$ cat config.mk
export PLATFORM = sky130hd
export DESIGN_NAME = mrx_frame_rx
export DESIGN_NICKNAME = d
export VERILOG_FILES = /design/src/rtl/mtx_pkg.sv /design/src/rtl/mrx_out_stage.sv /design/src/rtl/mrx_frame_rx.sv
export SDC_FILE = /design/constraint.sdc
export NUM_CORES = 1
export LEC_CHECK = 0
export CAP_MARGIN = 20
export CELL_PAD_IN_SITES_DETAIL_PLACEMENT = 1
export CELL_PAD_IN_SITES_GLOBAL_PLACEMENT = 1
export CORE_ASPECT_RATIO = 0.8
export CORE_MARGIN = 5
export CORE_UTILIZATION = 39
export DETAILED_ROUTE_END_ITERATION = 16
export PLACE_DENSITY_LB_ADDON = 0.1
export SLEW_MARGIN = 20
export SYNTH_ARGS = -nofsm -noshare
export SYNTH_HDL_FRONTEND = slang
export SYNTH_SLANG_ARGS = --single-unit
$ cat constraint.sdc
create_clock -name sys_clk -period 5.9 [get_ports sys_clk]
set_clock_uncertainty 0.2 [all_clocks]
set_input_delay 1.475 -clock sys_clk [delete_from_list [all_inputs] [get_ports sys_clk]]
set_output_delay 1.475 -clock sys_clk [all_outputs]
set_load 0.005 [all_outputs]
$ cat src/rtl/mtx_pkg.sv
// Shared definitions for the matrix link framing: sync byte, header field
// positions, receive FSM state type and header layout.
package mtx_pkg;

  // Header sync byte occupies the top 8 bits of the link word.
  localparam logic [7:0] MTX_SYNC_BYTE = 8'hA5;
  localparam int         MTX_SYNC_W    = 8;

  // Fixed low header fields.
  localparam int MTX_CH_MSB  = 15;
  localparam int MTX_CH_LSB  = 8;
  localparam int MTX_LEN_MSB = 7;
  localparam int MTX_LEN_LSB = 0;

  // Sync byte position depends on the link word width.
  function automatic int mtx_sync_msb(input int dw);
    return dw - 1;
  endfunction

  function automatic int mtx_sync_lsb(input int dw);
    return dw - MTX_SYNC_W;
  endfunction

  typedef enum logic [1:0] {
    ST_IDLE    = 2'd0,
    ST_PAYLOAD = 2'd1,
    ST_DROP    = 2'd2
  } mtx_state_e;

  // Parsed header; len holds payload length minus one.
  typedef struct packed {
    logic [7:0] sync;
    logic [7:0] ch;
    logic [7:0] len;
  } mtx_hdr_t;

endpackage

$ cat src/rtl/mrx_out_stage.sv
// Single-entry registered valid/ready stage carrying data, channel and last.
// Accepts a new entry whenever empty or being drained in the same cycle, so
// it sustains one word per cycle with no bubble.
module mrx_out_stage #(
  parameter int DW = 32,
  parameter int CW = 5
) (
  input  logic          i_clk,
  input  logic          i_rst,
  input  logic          i_valid,
  output logic          o_ready,
  input  logic [DW-1:0] i_data,
  input  logic [CW-1:0] i_ch,
  input  logic          i_last,
  output logic          o_valid,
  input  logic          i_ready,
  output logic [DW-1:0] o_data,
  output logic [CW-1:0] o_ch,
  output logic          o_last
);

  logic          r_valid;
  logic [DW-1:0] r_data;
  logic [CW-1:0] r_ch;
  logic          r_last;
  logic          w_load;

  assign o_ready = !r_valid || i_ready;
  assign w_load  = i_valid && o_ready;

  // Valid flag: set on load, cleared when the held entry is taken.
  always_ff @(posedge i_clk or posedge i_rst) begin
    if (i_rst)                 r_valid <= 1'b0;
    else if (w_load)           r_valid <= 1'b1;
    else if (r_valid && i_ready) r_valid <= 1'b0;
  end

  // Payload registers only change on load, so they hold while stalled.
  always_ff @(posedge i_clk or posedge i_rst) begin
    if (i_rst) begin
      r_data <= '0;
      r_ch   <= '0;
      r_last <= 1'b0;
    end else if (w_load) begin
      r_data <= i_data;
      r_ch   <= i_ch;
      r_last <= i_last;
    end
  end

  assign o_valid = r_valid;
  assign o_data  = r_data;
  assign o_ch    = r_ch;
  assign o_last  = r_last;

endmodule

$ cat src/rtl/mrx_frame_rx.sv
// Framed link receiver: parses header words (sync, channel, length) and
// forwards payload words tagged with channel and last flag through a single
// registered output stage. Bad-sync headers are discarded; headers with an
// out-of-range channel have their payload dropped.
// Optional build macro MRX_STATS_EN adds frame_cnt / err_cnt counters.
module mrx_frame_rx
  import mtx_pkg::*;
#(
  parameter int  NUM_CH     = 32,
  parameter int  DATA_WIDTH = 32,
  localparam int CH_W       = (NUM_CH > 1) ? $clog2(NUM_CH) : 1
) (
  input  logic                  sys_clk,
  input  logic                  sys_rst,
  input  logic                  test_mode_en,
  input  logic                  rx_valid,
  output logic                  rx_ready,
  input  logic [DATA_WIDTH-1:0] rx_data,
  output logic                  out_valid,
  input  logic                  out_ready,
  output logic [DATA_WIDTH-1:0] out_data,
  output logic [CH_W-1:0]       out_ch,
  output logic                  out_last,
  output logic                  sync_err,
  output logic                  ch_err
`ifdef MRX_STATS_EN
  ,
  output logic [15:0]           frame_cnt,
  output logic [15:0]           err_cnt
`endif
);

  mtx_state_e      r_state, w_state_nxt;
  logic [7:0]      r_rem;
  logic [CH_W-1:0] r_ch;
  logic            r_sync_err, r_ch_err;

  mtx_hdr_t        w_hdr;
  logic            w_rx_xfer;
  logic            w_sync_ok;
  logic            w_ch_ok;
  logic            w_stg_ready;
  logic            w_ld;
  logic            w_hdr_xfer;
  logic            w_rem_zero;
  logic            w_unused;

  // Header fields are only meaningful when the FSM is in IDLE.
  assign w_hdr.sync = rx_data[mtx_sync_msb(DATA_WIDTH):mtx_sync_lsb(DATA_WIDTH)];
  assign w_hdr.ch   = rx_data[MTX_CH_MSB:MTX_CH_LSB];
  assign w_hdr.len  = rx_data[MTX_LEN_MSB:MTX_LEN_LSB];
  // Bits between the channel field and the sync byte carry nothing.
  assign w_unused   = ^rx_data;

  assign w_rx_xfer  = rx_valid && rx_ready;
  assign w_sync_ok  = (w_hdr.sync == MTX_SYNC_BYTE) || test_mode_en;
  assign w_ch_ok    = ({1'b0, w_hdr.ch} < 9'(NUM_CH));
  assign w_rem_zero = (r_rem == 8'd0);
  assign w_hdr_xfer = (r_state == ST_IDLE) && w_rx_xfer;

  // FSM state register.
  always_ff @(posedge sys_clk or posedge sys_rst) begin
    if (sys_rst) r_state <= ST_IDLE;
    else         r_state <= w_state_nxt;
  end

  // FSM next-state: header selects PAYLOAD or DROP, count exhaustion returns.
  always_comb begin
    w_state_nxt = r_state;
    case (r_state)
      ST_IDLE: begin
        if (w_rx_xfer && w_sync_ok)
          w_state_nxt = w_ch_ok ? ST_PAYLOAD : ST_DROP;
      end
      ST_PAYLOAD, ST_DROP: begin
        if (w_rx_xfer && w_rem_zero) w_state_nxt = ST_IDLE;
      end
      default: w_state_nxt = ST_IDLE;
    endcase
  end

  // FSM outputs: link ready and output-stage load strobe.
  always_comb begin
    rx_ready = 1'b0;
    w_ld     = 1'b0;
    case (r_state)
      ST_IDLE, ST_DROP: rx_ready = 1'b1;
      ST_PAYLOAD: begin
        rx_ready = w_stg_ready;
        w_ld     = rx_valid && w_stg_ready;
      end
      default: rx_ready = 1'b0;
    endcase
    if (sys_rst) begin
      rx_ready = 1'b0;
      w_ld     = 1'b0;
    end
  end

  // Remaining-count: loaded from header length, decremented per payload word.
  always_ff @(posedge sys_clk or posedge sys_rst) begin
    if (sys_rst) begin
      r_rem <= 8'd0;
    end else if (w_hdr_xfer && w_sync_ok) begin
      r_rem <= w_hdr.len;
    end else if (w_rx_xfer && (r_state != ST_IDLE) && !w_rem_zero) begin
      r_rem <= r_rem - 8'd1;
    end
  end

  // Channel latch for a frame that will be forwarded.
  always_ff @(posedge sys_clk or posedge sys_rst) begin
    if (sys_rst)                              r_ch <= '0;
    else if (w_hdr_xfer && w_sync_ok && w_ch_ok) r_ch <= w_hdr.ch[CH_W-1:0];
  end

  // Error pulses, one cycle after the offending header transfer.
  always_ff @(posedge sys_clk or posedge sys_rst) begin
    if (sys_rst) begin
      r_sync_err <= 1'b0;
      r_ch_err   <= 1'b0;
    end else begin
      r_sync_err <= w_hdr_xfer && !w_sync_ok;
      r_ch_err   <= w_hdr_xfer && w_sync_ok && !w_ch_ok;
    end
  end

  assign sync_err = r_sync_err;
  assign ch_err   = r_ch_err;

  mrx_out_stage #(
    .DW (DATA_WIDTH),
    .CW (CH_W)
  ) u_out_stage (
    .i_clk   (sys_clk),
    .i_rst   (sys_rst),
    .i_valid (w_ld),
    .o_ready (w_stg_ready),
    .i_data  (rx_data),
    .i_ch    (r_ch),
    .i_last  (w_rem_zero),
    .o_valid (out_valid),
    .i_ready (out_ready),
    .o_data  (out_data),
    .o_ch    (out_ch),
    .o_last  (out_last)
  );

`ifdef MRX_STATS_EN
  logic [15:0] r_frame_cnt, r_err_cnt;

  // Completed-frame counter, saturating.
  always_ff @(posedge sys_clk or posedge sys_rst) begin
    if (sys_rst)
      r_frame_cnt <= 16'd0;
    else if (out_valid && out_ready && out_last && (r_frame_cnt != 16'hFFFF))
      r_frame_cnt <= r_frame_cnt + 16'd1;
  end

  // Header error counter, saturating; the two pulses never coincide.
  always_ff @(posedge sys_clk or posedge sys_rst) begin
    if (sys_rst)
      r_err_cnt <= 16'd0;
    else if ((r_sync_err || r_ch_err) && (r_err_cnt != 16'hFFFF))
      r_err_cnt <= r_err_cnt + 16'd1;
  end

  assign frame_cnt = r_frame_cnt;
  assign err_cnt   = r_err_cnt;
`endif

endmodule

==> results by group <==
Status
  – Status: completed

Power and ir drop
  – Switching Fraction: 28.20%
  – Static Leak: 0.001503 µW
  – Internal power: 898.7 µW
  – Pwr/cell area: 367.9 mW/mm²
  – Flop pwr share: 46.2%
  – NetSw: 352.9 µW
  – Logic pwr share: approximately 34%
  – Peak supply drop: about 0.18 mV
  – Clk network pwr share: 20.3%

Timing
  – Worst relative slew slack: around half
  – Final Hold Fails: 0
  – Worst slew pin tran: 0.7368 ns
  – RSZ-0062 raised after global routing: false
  – Final Max Tran Viols: 0
  – Setup TNS: 0 ns
  – Fmax achieved: around 210 MHz
  – Final setup vio count: 0
  – Fin crit period: 4.681 ns
  – Period utilisation layout: between 70% and 80%

Global routing
  – First-pass GRT wire length: 9.660 mm
  – Initial antenna violation count: 0
  – Largest net degree at the start of global routing: 57
  – GR Util All Layers: 15.54%
  – Vias in the first global route: 1851
  – GRT Residual Overflow: 0

Final layout
  – Non-filler cells, final: approximately 350
  – Fill count: 614
  – Area growth, synth to finish: 40.95%
  – Fin util: 56.94%
  – # nets final: 305
  – ANT cells: 0
  – Layout cell share with drive strength beyond 1: between 20% and 30%

Floorplanning
  – Initial Utilization: 40.40%
  – Die height: 80.36 µm
  – Die ar.: 0.007872 mm²
  – Rows: 25
  – Core Region: ~0.006 mm²
  – Die X: 97.96 µm
  – # IOs: 79

CTS
  – CTS resizes: 0
  – Post-CTS Hold Buffers: 0
  – Clk buf depth: 2
  – Setup repair bufs after CTS: 0
  – Skew-Pair Late Insertion Delay: ~0.31 ns
  – Root buf cell: clkbuf_8
  – CTS tree: yes
  – Clk pin slew, worst setup/hold paths: 0.10 ns
  – Inserted Clock Buffers: 5
  – # clock sinks: between 50 and 60
  – # H-tree levels: 2

Place
  – Final GP Congestion: 0.7635
  – HPWL after detailed placement: 4.194 mm
  – IO buf count: 78
  – Placed instance count: 337

Critical path
  – Slowest-stage cell, CP: clkdlybuf4s50_1
  – Critical Path RT: approximately 4.2 ns
  – R2r startpoint: r_state[1]
  – Reg2Reg Setup Slack: 3.45 ns
  – Reg-to-Reg End: u_out_stage.o_data[19]
  – Max incr delay on CP: around 0.47 ns
  – CP Launch Point: out_ready
  – Max FO, Critical Path: 4
  – Critical path's top delay family: buffers and inverters
  – CP Launch Type: primary input
  – CP Class: in -> out
  – CP Capture Type: output port
  – CP Buf/Inv Count: 2
  – Reg2reg path depth: 5
  – Most common cell on crit path: clkdlybuf4s50_1
  – CP Cell Sequence: clkdlybuf4s50_1 > nand2b_1 > a211oi_1 > nor3_1 > clkdlybuf4s50_1
  – CP arrival: ~3.0 ns

Detailed routing
  – DR vias: 1755
  – Antenna Nets Post-Route: 0
  – Starting DRC count in detailed routing: 36
  – Pre-antenna DRT Iters: 4
  – Number of remaining DRC errors: 0
  – WL/cell: 16.79 µm
  – Vias per cell: around 5
  – Routed wire length: ~5.8 mm

Logic synthesis
  – Synth Area in XOR/XNOR: 0%
  – Post-Synth Simple-Gate Area: 10.01%
  – Ys async rst share: 100.0%
  – Syn Inst Count: 181
  – Synth cell types: 41
  – Largest family of logic cells by synthesized area: multiplexers
  – Syn Nets: 223
  – Ys Warns: 0
  – Number of synthesized flops with an enable pin: 0
  – Post-synthesis mux area share: roughly a fifth
  – Synth Area per Inst: 13.33 µm²
  – Post-synthesis compound-gate area fraction: between 7 and 8%
  – Ys flop type: dfrtp_1
  – Flops & latches, synth: 56
  – Post-Synth Adder-Cell Area: 2.592%
  – Synthesized cell area: 0.002414 mm²
  – Seq/Total Area, Yosys: 58.06%

Min path
  – Hold path depth: 2
  – Worst Hold Endpoint: u_out_stage.o_last
  – Hold crit path type: reg -> reg
  – Hold Path Origin: u_out_stage.o_last

Flow run
  – Maxcap violations: 0
==> registers in the layout, summed over array words and instances, names as in the netlist <==
signal and count:
u_out_stage.o_data 32, r_rem 8, r_ch 5, u_out_stage.o_ch 5, r_state 2, ch_err 1
sync_err 1, u_out_stage.o_last 1, u_out_stage.o_valid 1
==> synth_stat cells, types with 2 or more instances <==
cell type / instances / share of area, %
a211oi_1: 2 / 0.62
buf_1: 4 / 0.62
dfrtp_1: 56 / 58
ha_1: 5 / 2.6
inv_1: 6 / 0.93
mux2_2: 42 / 20
nand2_1: 13 / 2.0
nand2b_1: 2 / 0.52
nand3_1: 2 / 0.41
nor2_1: 4 / 0.62
nor3_1: 3 / 0.62
nor4_1: 3 / 0.78
o211ai_1: 2 / 0.62
o21ai_0: 2 / 0.41
o22ai_1: 3 / 0.78
o2bb2ai_1: 3 / 1.1
o311ai_0: 3 / 1.1
or4_1: 3 / 0.93
==> final cells by class <==
cell class,instances,area [µm²],share of cell area [%]
clock buffer,5,68.82,2.023
clock inverter,3,42.54,1.250
inverter,6,22.52,0.6620
multi-input combinational,114,969.7,28.50
sequential,56,1401,41.19
tap,81,101.3,2.979
timing repair buffer,80,795.8,23.39
==> metrics by stage <==
| step | hold WS [ns] | cell area (µm²) | setup WS, ns | power (µW) |
|---|---|---|---|---|
| after floorplan | 0.2644 | 2414 | 1.978 | 765.1 |
| after global placement | 0.2631 | 3291 | 1.236 | 996.8 |
| after detailed placement | 0.2777 | 3291 | 1.246 | 1012 |
| after CTS | 0.3025 | 3402 | 1.216 | 1271 |
| after global routing | 0.3212 | 3402 | 1.135 | 1338 |
| final | 0.3014 | 3402 | 1.219 | 1252 |
==> cell usage in the layout, fill, tap and decap left out, types with 3 or more instances in the layout <==
cell,instances
nor4_1,3
dfrtp_1,56
ha_1,5
inv_1,5
clkbuf_8,5
nor2_1,4
o311ai_0,3
clkdlybuf4s50_1,78
nand2_1,13
o22ai_1,3
nor3_1,3
or4_1,3
mux2_2,42
o2bb2ai_1,3
==> per-layer routing <==
layer	track usage, %	part of all wire [%]	vias to the layer above
li1	-	-	835
met1	21.13	48	865
met2	23.91	45	46
met3	4.427	5.8	9
met4	5.118	1.7	0
met5	0	0	-
==> how the worst max path moves through the flow <==
stage / end / slack (ns) / depth (start not counted)
after detailed placement: rx_ready / 1.25 / 5
after floorplan: u_out_stage.o_ch[0] / 1.98 / 4
final: rx_ready / 1.22 / 5
after global placement: rx_ready / 1.24 / 5
after CTS: rx_ready / 1.22 / 5
after global routing: rx_ready / 1.13 / 5
==> power groups by stage <==
stage               clock network, µW  logic (µW)  registers, µW
finish                            254         419            578
floorplan                           0         185            580
global placement                    0         415            582
global route                      280         459            599
CTS                               264         428            579
detailed placement                  0         425            587
==> kinds of logic after synthesis <==
kind of cell | count (synthesis)
buffers and inverters | 11
adders and majority gates | 5
AOI/OAI and AO/OA | 24
DFF | 56
and+or+nand+nor | 42
muxes | 43
==> worst reg2reg max path: stages, from the launching register on <==
cell	delay (ns)
dfrtp_1	0.43
inv_1	0.09
ha_1	0.19
nand4_1	0.57
buf_4	0.51
mux2_2	0.35
Power figures use the tool's default switching activity.
